### config.mk
export PLATFORM = sky130hd
export DESIGN_NAME = pipe_stage_reg
export DESIGN_NICKNAME = d
export VERILOG_FILES = /design/src/rtl/pipe_stage_reg.sv
export SDC_FILE = /design/constraint.sdc
export NUM_CORES = 1
export LEC_CHECK = 0
export CAP_MARGIN = 40
export CORE_MARGIN = 2
export CORE_UTILIZATION = 35
export DETAILED_ROUTE_END_ITERATION = 7
export GPL_TIMING_DRIVEN = 0
export HOLD_SLACK_MARGIN = 0.02
export PLACE_DENSITY = 0.72
export SETUP_SLACK_MARGIN = 0.3
export SLEW_MARGIN = 20
export SYNTH_ARGS = -nofsm -noshare
export SYNTH_HDL_FRONTEND = slang
export SYNTH_SLANG_ARGS = --single-unit
### constraint.sdc
create_clock -name clk -period 2.7 [get_ports clk]
set_input_delay 0.54 -clock clk [delete_from_list [all_inputs] [get_ports clk]]
set_output_delay 0.54 -clock clk [all_outputs]
set_load 0.03 [all_outputs]
### src/rtl/pipe_stage_reg.sv
// pipe_stage_reg: valid/ready pipeline stage register with flush, bubble
// insertion and a saturating stall counter.
// Build option: define PIPE_STAGE_SKID_EN to compile in the 2-entry skid
// buffer with a registered in_ready; otherwise a single-entry stage with
// combinational in_ready is built. The port list is the same in both builds.
module pipe_stage_reg #(
  parameter int unsigned       DATA_W      = 146,
  parameter logic [DATA_W-1:0] NOP_VALUE   = {DATA_W{1'b0}},
  parameter int unsigned       STALL_CNT_W = 32
) (
  input  logic                   clk,
  input  logic                   rst,
  input  logic                   flush,
  input  logic                   in_valid,
  output logic                   in_ready,
  input  logic [DATA_W-1:0]      in_data,
  output logic                   out_valid,
  input  logic                   out_ready,
  output logic [DATA_W-1:0]      out_data,
  output logic [STALL_CNT_W-1:0] stall_cnt
);

  localparam logic [STALL_CNT_W-1:0] CNT_MAX = {STALL_CNT_W{1'b1}};
  localparam logic [STALL_CNT_W-1:0] CNT_ONE = {{(STALL_CNT_W-1){1'b0}}, 1'b1};

  logic              main_valid;
  logic [DATA_W-1:0] main_data;
  logic              in_fire;
  logic              out_fire;

  // The main register is the only thing that ever drives the outputs.
  assign out_valid = main_valid;
  assign out_data  = main_data;
  assign out_fire  = main_valid && out_ready;
  assign in_fire   = in_valid && in_ready;

`ifdef PIPE_STAGE_SKID_EN

  logic              skid_valid;
  logic [DATA_W-1:0] skid_data;

  // Ready depends only on skid occupancy, so there is no path from out_ready.
  assign in_ready = !skid_valid;

  // Main/skid update: skid drains into main first; new data parks in skid when main is stuck.
  always_ff @(posedge clk) begin
    if (rst || flush) begin
      main_valid <= 1'b0;
      main_data  <= NOP_VALUE;
      skid_valid <= 1'b0;
      skid_data  <= NOP_VALUE;
    end else if (skid_valid) begin
      if (out_fire) begin
        main_data  <= skid_data;
        skid_valid <= 1'b0;
        skid_data  <= NOP_VALUE;
      end
    end else if (in_fire) begin
      if (main_valid && !out_ready) begin
        skid_valid <= 1'b1;
        skid_data  <= in_data;
      end else begin
        main_valid <= 1'b1;
        main_data  <= in_data;
      end
    end else if (out_fire) begin
      main_valid <= 1'b0;
      main_data  <= NOP_VALUE;
    end
  end

`else

  // Single entry: room exists when empty or when the current entry leaves this cycle.
  assign in_ready = !main_valid || out_ready;

  // Main update: load on input handshake, otherwise drop to a NOP bubble when drained.
  always_ff @(posedge clk) begin
    if (rst || flush) begin
      main_valid <= 1'b0;
      main_data  <= NOP_VALUE;
    end else if (in_fire) begin
      main_valid <= 1'b1;
      main_data  <= in_data;
    end else if (out_fire) begin
      main_valid <= 1'b0;
      main_data  <= NOP_VALUE;
    end
  end

`endif

  // Stall counter: counts blocked valid cycles, saturates, ignores flush.
  always_ff @(posedge clk) begin
    if (rst) begin
      stall_cnt <= '0;
    end else if (main_valid && !out_ready && (stall_cnt != CNT_MAX)) begin
      stall_cnt <= stall_cnt + CNT_ONE;
    end
  end

endmodule

# ---- Yosys cells after proc, flatten, opt, wreduce, memory -nomap -nowiden
# Cells that the tools add are included.
dict set report classes {
  addsub 1
  n_eq_ne 1
  muxes 4
  reduce_logical 9
}
# op count
set op_table {}
lappend op_table {{146-bit two-way mux} 2}
lappend op_table {{32-bit by 1-bit adder with 32-bit output, second input constant} 1}
lappend op_table {{32-bit != test, second input constant} 1}
lappend op_table {{1-bit logical AND} 4}
lappend op_table {{1-bit zero test} 2}
lappend op_table {{1-bit logical OR} 2}
lappend op_table {{1-bit two-way mux} 2}
lappend op_table {{2-bit nonzero test} 1}
dict set report totals {
  regBits 179
  in_bits 151
  out_inout_bits 180
  wordCells 18
}

# ---- Logic depth before layout (Yosys ltp)
# Gate-level depths: netlist of run 1.
dict set report logic_depth {
  depth_word 4
  mapped_depth 7
  ltp_nobuf 6
}

# ---- Worst setup path before layout of run 1
# No wires, ideal clock.
dict set report synth_timing {
  kind {reg-to-reg}
  startpoint {reg stall_cnt[9]}
  endpoint {reg stall_cnt[28]}
  setup_time_ps 121
  t_arrival_ps 2571
  t_required_ps 2579
  setup_slack_ps 8
  stages_incl_launch_ff 6
  n_path_buf 0
  period_less_slack_ps 2692
  path_cell_list {dfxtp_1 > nand4_2 > nor4_1 > o311ai_0 > nor4_1 > mux2_2}
}
dict set report synth_between {
  elab_chain_len 2
  word_cells_on_any_way 3
  cone_classes {1 x add/sub; 1 x eq/ne; 1 x reduce/logical}
}
# element line_no
set synth_lines {}
lappend synth_lines {{start: declaration} 20} ;# output logic [STALL_CNT_W-1:0] stall_cnt
lappend synth_lines {{start signal: assignment} 98} ;# stall_cnt <= stall_cnt + CNT_ONE;
lappend synth_lines {{branches (longest 2 deep; another with 32-bit by 1-bit adder with 32-bit output)} --}
# Several ways; the timed one is not identified.
# A chain may end at the register's enable or synchronous reset.

# ---- Worst setup path in the final report of run 1
dict set report layout_timing {
  startpoint {reg stall_cnt[8]}
  endpoint {reg stall_cnt[31]}
}
# Same word-level chain as after synthesis.

==> results of run 1 <==
## synthesized netlist by cell type
cell,count
a2111oi_0,2
a21oi_1,16
a22oi_1,146
a31o_2,2
a31oi_1,4
and2_0,1
and2_1,4
and3_1,2
and4_1,4
and4b_1,1
buf_1,5
buf_2,1
clkbuf_1,51
clkbuf_2,1
dfxtp_1,179
ha_1,1
inv_1,5
mux2_2,5
mux2i_1,1
nand2_1,13
nand2b_1,1
nand3_1,12
nand4_1,6
nand4_2,1
nor2_1,165
nor2b_1,7
nor4_1,7
o2111ai_1,1
o21ai_0,9
o311ai_0,1
o31ai_1,6
or2_1,1
or3_1,7
or3_2,1
or4_1,6
or4_2,1
or4_4,1
xnor2_1,10
xor2_1,1
## state kept, by name, indices dropped and copies added, names as in the netlist
register and flops:
stall_cnt 32, out_valid 1, out_data 146
## repair_timing
action	4_1_cts	5_1_grt
setup endpoints to repair	13	14
buffers inserted	1	0
pin swaps	1	0
gates resized for setup	10	14
## logic make-up after synthesis
family / share of synthesized area, %
AO/OA/AOI/OAI: 20.9
XOR/XNOR: 1.50
adder cells (fa/ha/maj): 0.195
buffers and inverters: 3.72
flip-flops: 55.8
multiplexers: 1.03
AND/OR/NAND/NOR: 16.9
## path summary, 6_finish.rpt
path | slack (ns) | depth (start not counted) | endpoint | startpoint
worst max-delay path | 0.34 | 6 | stall_cnt[31] | stall_cnt[8]
worst max register to register | 0.34 | 6 | stall_cnt[31] | stall_cnt[8]
worst min register to register | 0.49 | 2 | stall_cnt[7] | stall_cnt[7]
worst min-delay path | 0.49 | 2 | stall_cnt[7] | stall_cnt[7]
## metal layers
layer | wire (um) | global-route usage, % | vias up
li1 | - | - | 3181
met4 | 512 | 8.03 | 0
met2 | 10900 | 36.8 | 216
met1 | 9710 | 28.8 | 3133
met3 | 1430 | 6.54 | 30
met5 | 0 | 0 | -
## power breakdown
part | total, mW | switching (mW) | leakage (nW) | internal, mW
sequential | 2.74 | 0.0395 | 1.46 | 2.70
clock | 2.42 | 1.06 | 0.277 | 1.35
combinational | 0.838 | 0.422 | 2.01 | 0.416
total | 6.00 | 1.52 | 3.75 | 4.47
## through the flow
step	instance area (um^2)	setup TNS, ns
final	10700	0
after floorplan	6460	0
after global routing	10700	0
after CTS	10700	0
after global placement	10100	-4.15
after detailed placement	10100	-8.27
## worst min-delay path, stage by stage, from the launching register on
cell and delay [ns]:
dfxtp_2 0.34, o31ai_1 0.06, a21oi_1 0.05
## layout make-up
cell class                      count  share of cell area [%]
Buffer                             58                    2.19
Clock inverter                     10                   0.925
Inverter                            5                   0.176
Timing Repair Buffer              331                    31.0
Clock buffer                       22                    4.44
Tap cell                          229                    2.68
Multi-Input combinational cell    446                    24.8
Sequential cell                   179                    33.8
==> impl_metrics.ini, run 1 <==
[finish]
ff_latch_area_um2 = 3610
fin_util_pct = 59.5
drive_gt1_share_pct = 6.47
fin_cells = 1280
multi_input_area_um2 = 2650
syn2layout_area_growth_pct = 66.4
final_common_cell = clkdlybuf4s50_1
antenna_cells = 0
final_cell_mix = clkdlybuf4s50_1, dfxtp_1, nor2_1
fin_nets = 1190
fillers = 1601

[floorplan]
io_pins = 331
die_area_um2 = 19500
core_region_area_um2 = 18000
die_h_um = 139
fp.dieW_um = 139
initial_utilization_pct = 35.8
placementRows = 49

[logic_synthesis]
ys_warn_count = 0
yosys.area.top_type_share_pct = 55.8
postSynthAreaPerCell_um2 = 9.34
yosys-top-cells-area = dfxtp_1, a22oi_1, nor2_1
ys_seq_area_share_pct = 55.8
syn_nets = 840
syn_inst = 688
synth_top_area_cell = dfxtp_1
ys_seq_elements = 179
synth.distinct_cells = 39
syn_area_um2 = 6420

[sta]
timing.hold.ws_ns = 0.494
fmax_mhz = 423
tightest_slew_ns = 0.666
layout_min_cycle_time_ns = 2.36
rsz0062_at_grt = yes
slew_headroom_pct = 55.6
finalSetupViolCount = 0
finalHoldViolCount = 0
setup_slack_ns = 0.338
period_share_pct = 87.5
maxSlewViolCount = 0
clock_skew_ns = 0.00694

[placed_design]
place_hpwl_mm = 16.7
port_buffers = 330
routabilityCongestion = 0.839
dp.cells = 1247
dp_slack_ns = -0.156

[clock_tree]
cts_tree = yes
hold_buffers = 0
root_buffer = clkbuf_16
cts.sinks = 179
htree_num_levels = 4
clockBufferDepth = 2
clkTransAtPathRegs_ns = 0.07
cts_made_buffers = 17
clk-insertion-delay-late_ns = 0.42

[flow_run]
maxCapViolCount = 0

[routing]
wl_per_cell_um = 17.6
via_per_inst = 5.13
drt_iter0_drc = 401
drc_errors = 0
drtAntennaViolNets = 0
routed_wirelength_mm = 22.5
drtPass1Iterations = 5
vias = 6560

[global_routing]
grt_usage_pct = 22.7
grt_pass1_wl_mm = 35.0
antenna_found_initial = 0
grt-ovfl-total = 0
grt_pass1_vias = 6393
grt_max_degree = 17

[critical_path]
cp_top_family = simple AND/OR/NAND/NOR gates
path_buf_inv = 1
arrival_ns = 2.71
slowest_stage = or4_4
cp-start-kind = register
crit_required_ns = 3.05
slowest_delay_ns = 0.56
crit_path_cell_trace = nand3_2 -> or4_4 -> or4_4 -> buf_6 -> or4_1 -> a21oi_1
path_class = reg2reg
setup.worst_path.end_class = register
path_max_fanout = 10
crit_top_cell = or4_4

[power]
peakVddDrop_v = 0.000416
total_power_mw = 6.00
p_per_area_nw_per_um2 = 561
p_leak_nw = 3.75

[outcome]
run_status = completed

[worst_hold_path]
hold_class = reg2reg
Note: power is estimated with default switching activity, not from simulation.
==> inputs of run 2 (changes only) <==
--- a/config.mk
+++ b/config.mk
@@ -8,12 +8,12 @@
 export CAP_MARGIN = 40
 export CORE_MARGIN = 2
 export CORE_UTILIZATION = 35
+export CTS_BUF_LIST = sky130_fd_sc_hd__clkbuf_8
 export DETAILED_ROUTE_END_ITERATION = 7
-export GPL_TIMING_DRIVEN = 0
 export HOLD_SLACK_MARGIN = 0.02
 export PLACE_DENSITY = 0.72
 export SETUP_SLACK_MARGIN = 0.3
-export SLEW_MARGIN = 20
+export SLEW_MARGIN = 40
 export SYNTH_ARGS = -nofsm -noshare
 export SYNTH_HDL_FRONTEND = slang
 export SYNTH_SLANG_ARGS = --single-unit
==> run 2 against run 1 <==
Clock-buffer cell count fell by 4. Hold slack improved by 0.0076 ns. Clock skew rose by 0.0095 ns. Utilization fell by 1.0 points. Final area fell by 1.7%. Critical path depth fell by 1. Sequential share of layout area rose by 0.52 points. Power fell by 10%. Critical path type unchanged. Critical endpoint unchanged. Largest power group unchanged. Highest routed layer unchanged.
==> impl_metrics.ini, run 2 (same netlist as run 1, synthesis figures left out) <==
[outcome]
run_status = completed

[global_routing]
grt-ovfl-total = 0
grt_pass1_wl_mm = 33.4
grt_max_degree = 60
grt_pass1_vias = 6214
grt_usage_pct = 21.3
antenna_found_initial = 0

[floorplan]
core_region_area_um2 = 18000
initial_utilization_pct = 35.8
fp.dieW_um = 139
io_pins = 331
die_h_um = 139
placementRows = 49
die_area_um2 = 19500

[clock_tree]
clk-insertion-delay-late_ns = 0.45
cts_setup_buffers = 0
clockBufferDepth = 2
root_buffer = clkbuf_8
cts_made_buffers = 17
htree_num_levels = 4
cts_tree = yes
cts.sinks = 179
clkTransAtPathRegs_ns = 0.10
hold_buffers = 0

[finish]
antenna_cells = 0
largest_reg_flops = 146
fillers = 1601
ff_latch_area_um2 = 3610
multi_input_area_um2 = 2640
final_common_cell = clkdlybuf4s50_1
final_cell_mix = clkdlybuf4s50_1, dfxtp_1, nor2_1
drive_gt1_share_pct = 8.08
fin_nets = 1155
syn2layout_area_growth_pct = 63.5

[critical_path]
path_max_fanout = 10
path_class = reg2reg
crit_path_cell_trace = nand4_4 -> or4_4 -> or4_4 -> or4_1 -> a21oi_1
arrival_ns = 2.66
slowest_delay_ns = 0.61
slowest_stage = or4_4
setup.worst_path.end_class = register
crit_required_ns = 3.08
crit_top_cell = or4_4
cp-start-kind = register

[sta]
fmax_mhz = 439
rsz0062_at_grt = no
fin_tns_setup_ns = 0
timing.hold.ws_ns = 0.502
clock_skew_ns = 0.0164
tightest_slew_ns = 0.542
maxSlewViolCount = 0
finalHoldViolCount = 0
period_share_pct = 84.3
layout_min_cycle_time_ns = 2.28
finalSetupViolCount = 0
slew_headroom_pct = 63.1

[routing]
drt_iter0_drc = 374
drc_errors = 0
drtAntennaViolNets = 0
via_per_inst = 5.16
wl_per_cell_um = 17.2
drtPass1Iterations = 5
routed_wirelength_mm = 21.3
vias = 6417

[power]
p_per_area_nw_per_um2 = 512
peakVddDrop_v = 0.000401
p_leak_nw = 3.70

[placed_design]
port_buffers = 330
place_hpwl_mm = 15.1
routabilityCongestion = 0.814

[flow_run]
maxCapViolCount = 0

[worst_hold_path]
hold_class = reg2reg
run 2: cell count changes in the layout (fill, tap and decap cells not counted), moves of 5 or more:
cell and change:
clkbuf_2 -6, clkbuf_1 -47, clkbuf_8 +15, clkbuf_16 -17
buf_4 +15, buf_12 +8, buf_1 -5
run 2: routing by layer:
layer | track usage, % | vias up | share of wire, %
met3 | 6.95 | 29 | 7.0
met2 | 35.9 | 213 | 49
li1 | - | 3107 | -
met1 | 26.0 | 3068 | 42
met5 | 0 | - | 0
met4 | 6.11 | 0 | 2.0
run 2: path summary, 6_finish.rpt:
kind / startpoint / endpoint / slack, ns / cells past startpoint
hold reg to reg: out_data[119] / out_data[119] / 0.50 / 2
setup / recovery: stall_cnt[11] / stall_cnt[31] / 0.42 / 5
hold / removal: out_data[119] / out_data[119] / 0.50 / 2
setup reg to reg: stall_cnt[11] / stall_cnt[31] / 0.42 / 5
run 2: layout make-up:
| class | instances | share of cell area [%] |
|---|---|---|
| Clock inverter | 13 | 1.19 |
| Sequential cell | 179 | 34.3 |
| Multi-Input combinational cell | 446 | 25.1 |
| Clock buffer | 18 | 2.36 |
| Inverter | 5 | 0.179 |
| Tap cell | 229 | 2.73 |
| Timing Repair Buffer | 354 | 34.1 |
run 2: through the flow:
step,worst slack [ns],util [%],cell area [um^2],std cells,power [mW]
2_1_floorplan,0.309,-,6460,688,3.19
3_3_place_gp,0.0987,56.4,10100,1213,3.65
3_5_place_dp,0.0714,56.4,10100,1213,3.66
4_1_cts,0.303,58.5,10500,1244,5.44
5_1_grt,0.333,58.5,10500,1244,5.60
6_report,0.423,58.5,10500,1244,5.38
run 2: worst max-delay path: cells and delay by family (launching register included):
kind            cells  cell delay [ns]
compound gates      1             0.14
simple gates        4             1.67
flops               1             0.39
run 2: report_power, final:
group,switching (mW),internal [mW]
registers,0.0388,2.70
clock network,1.02,0.767
logic,0.411,0.438
run 2: repair_timing:
action                     in CTS  in global routing
gates resized for setup         2                  1
setup endpoints to repair       6                  5
pin swaps                       0                  1
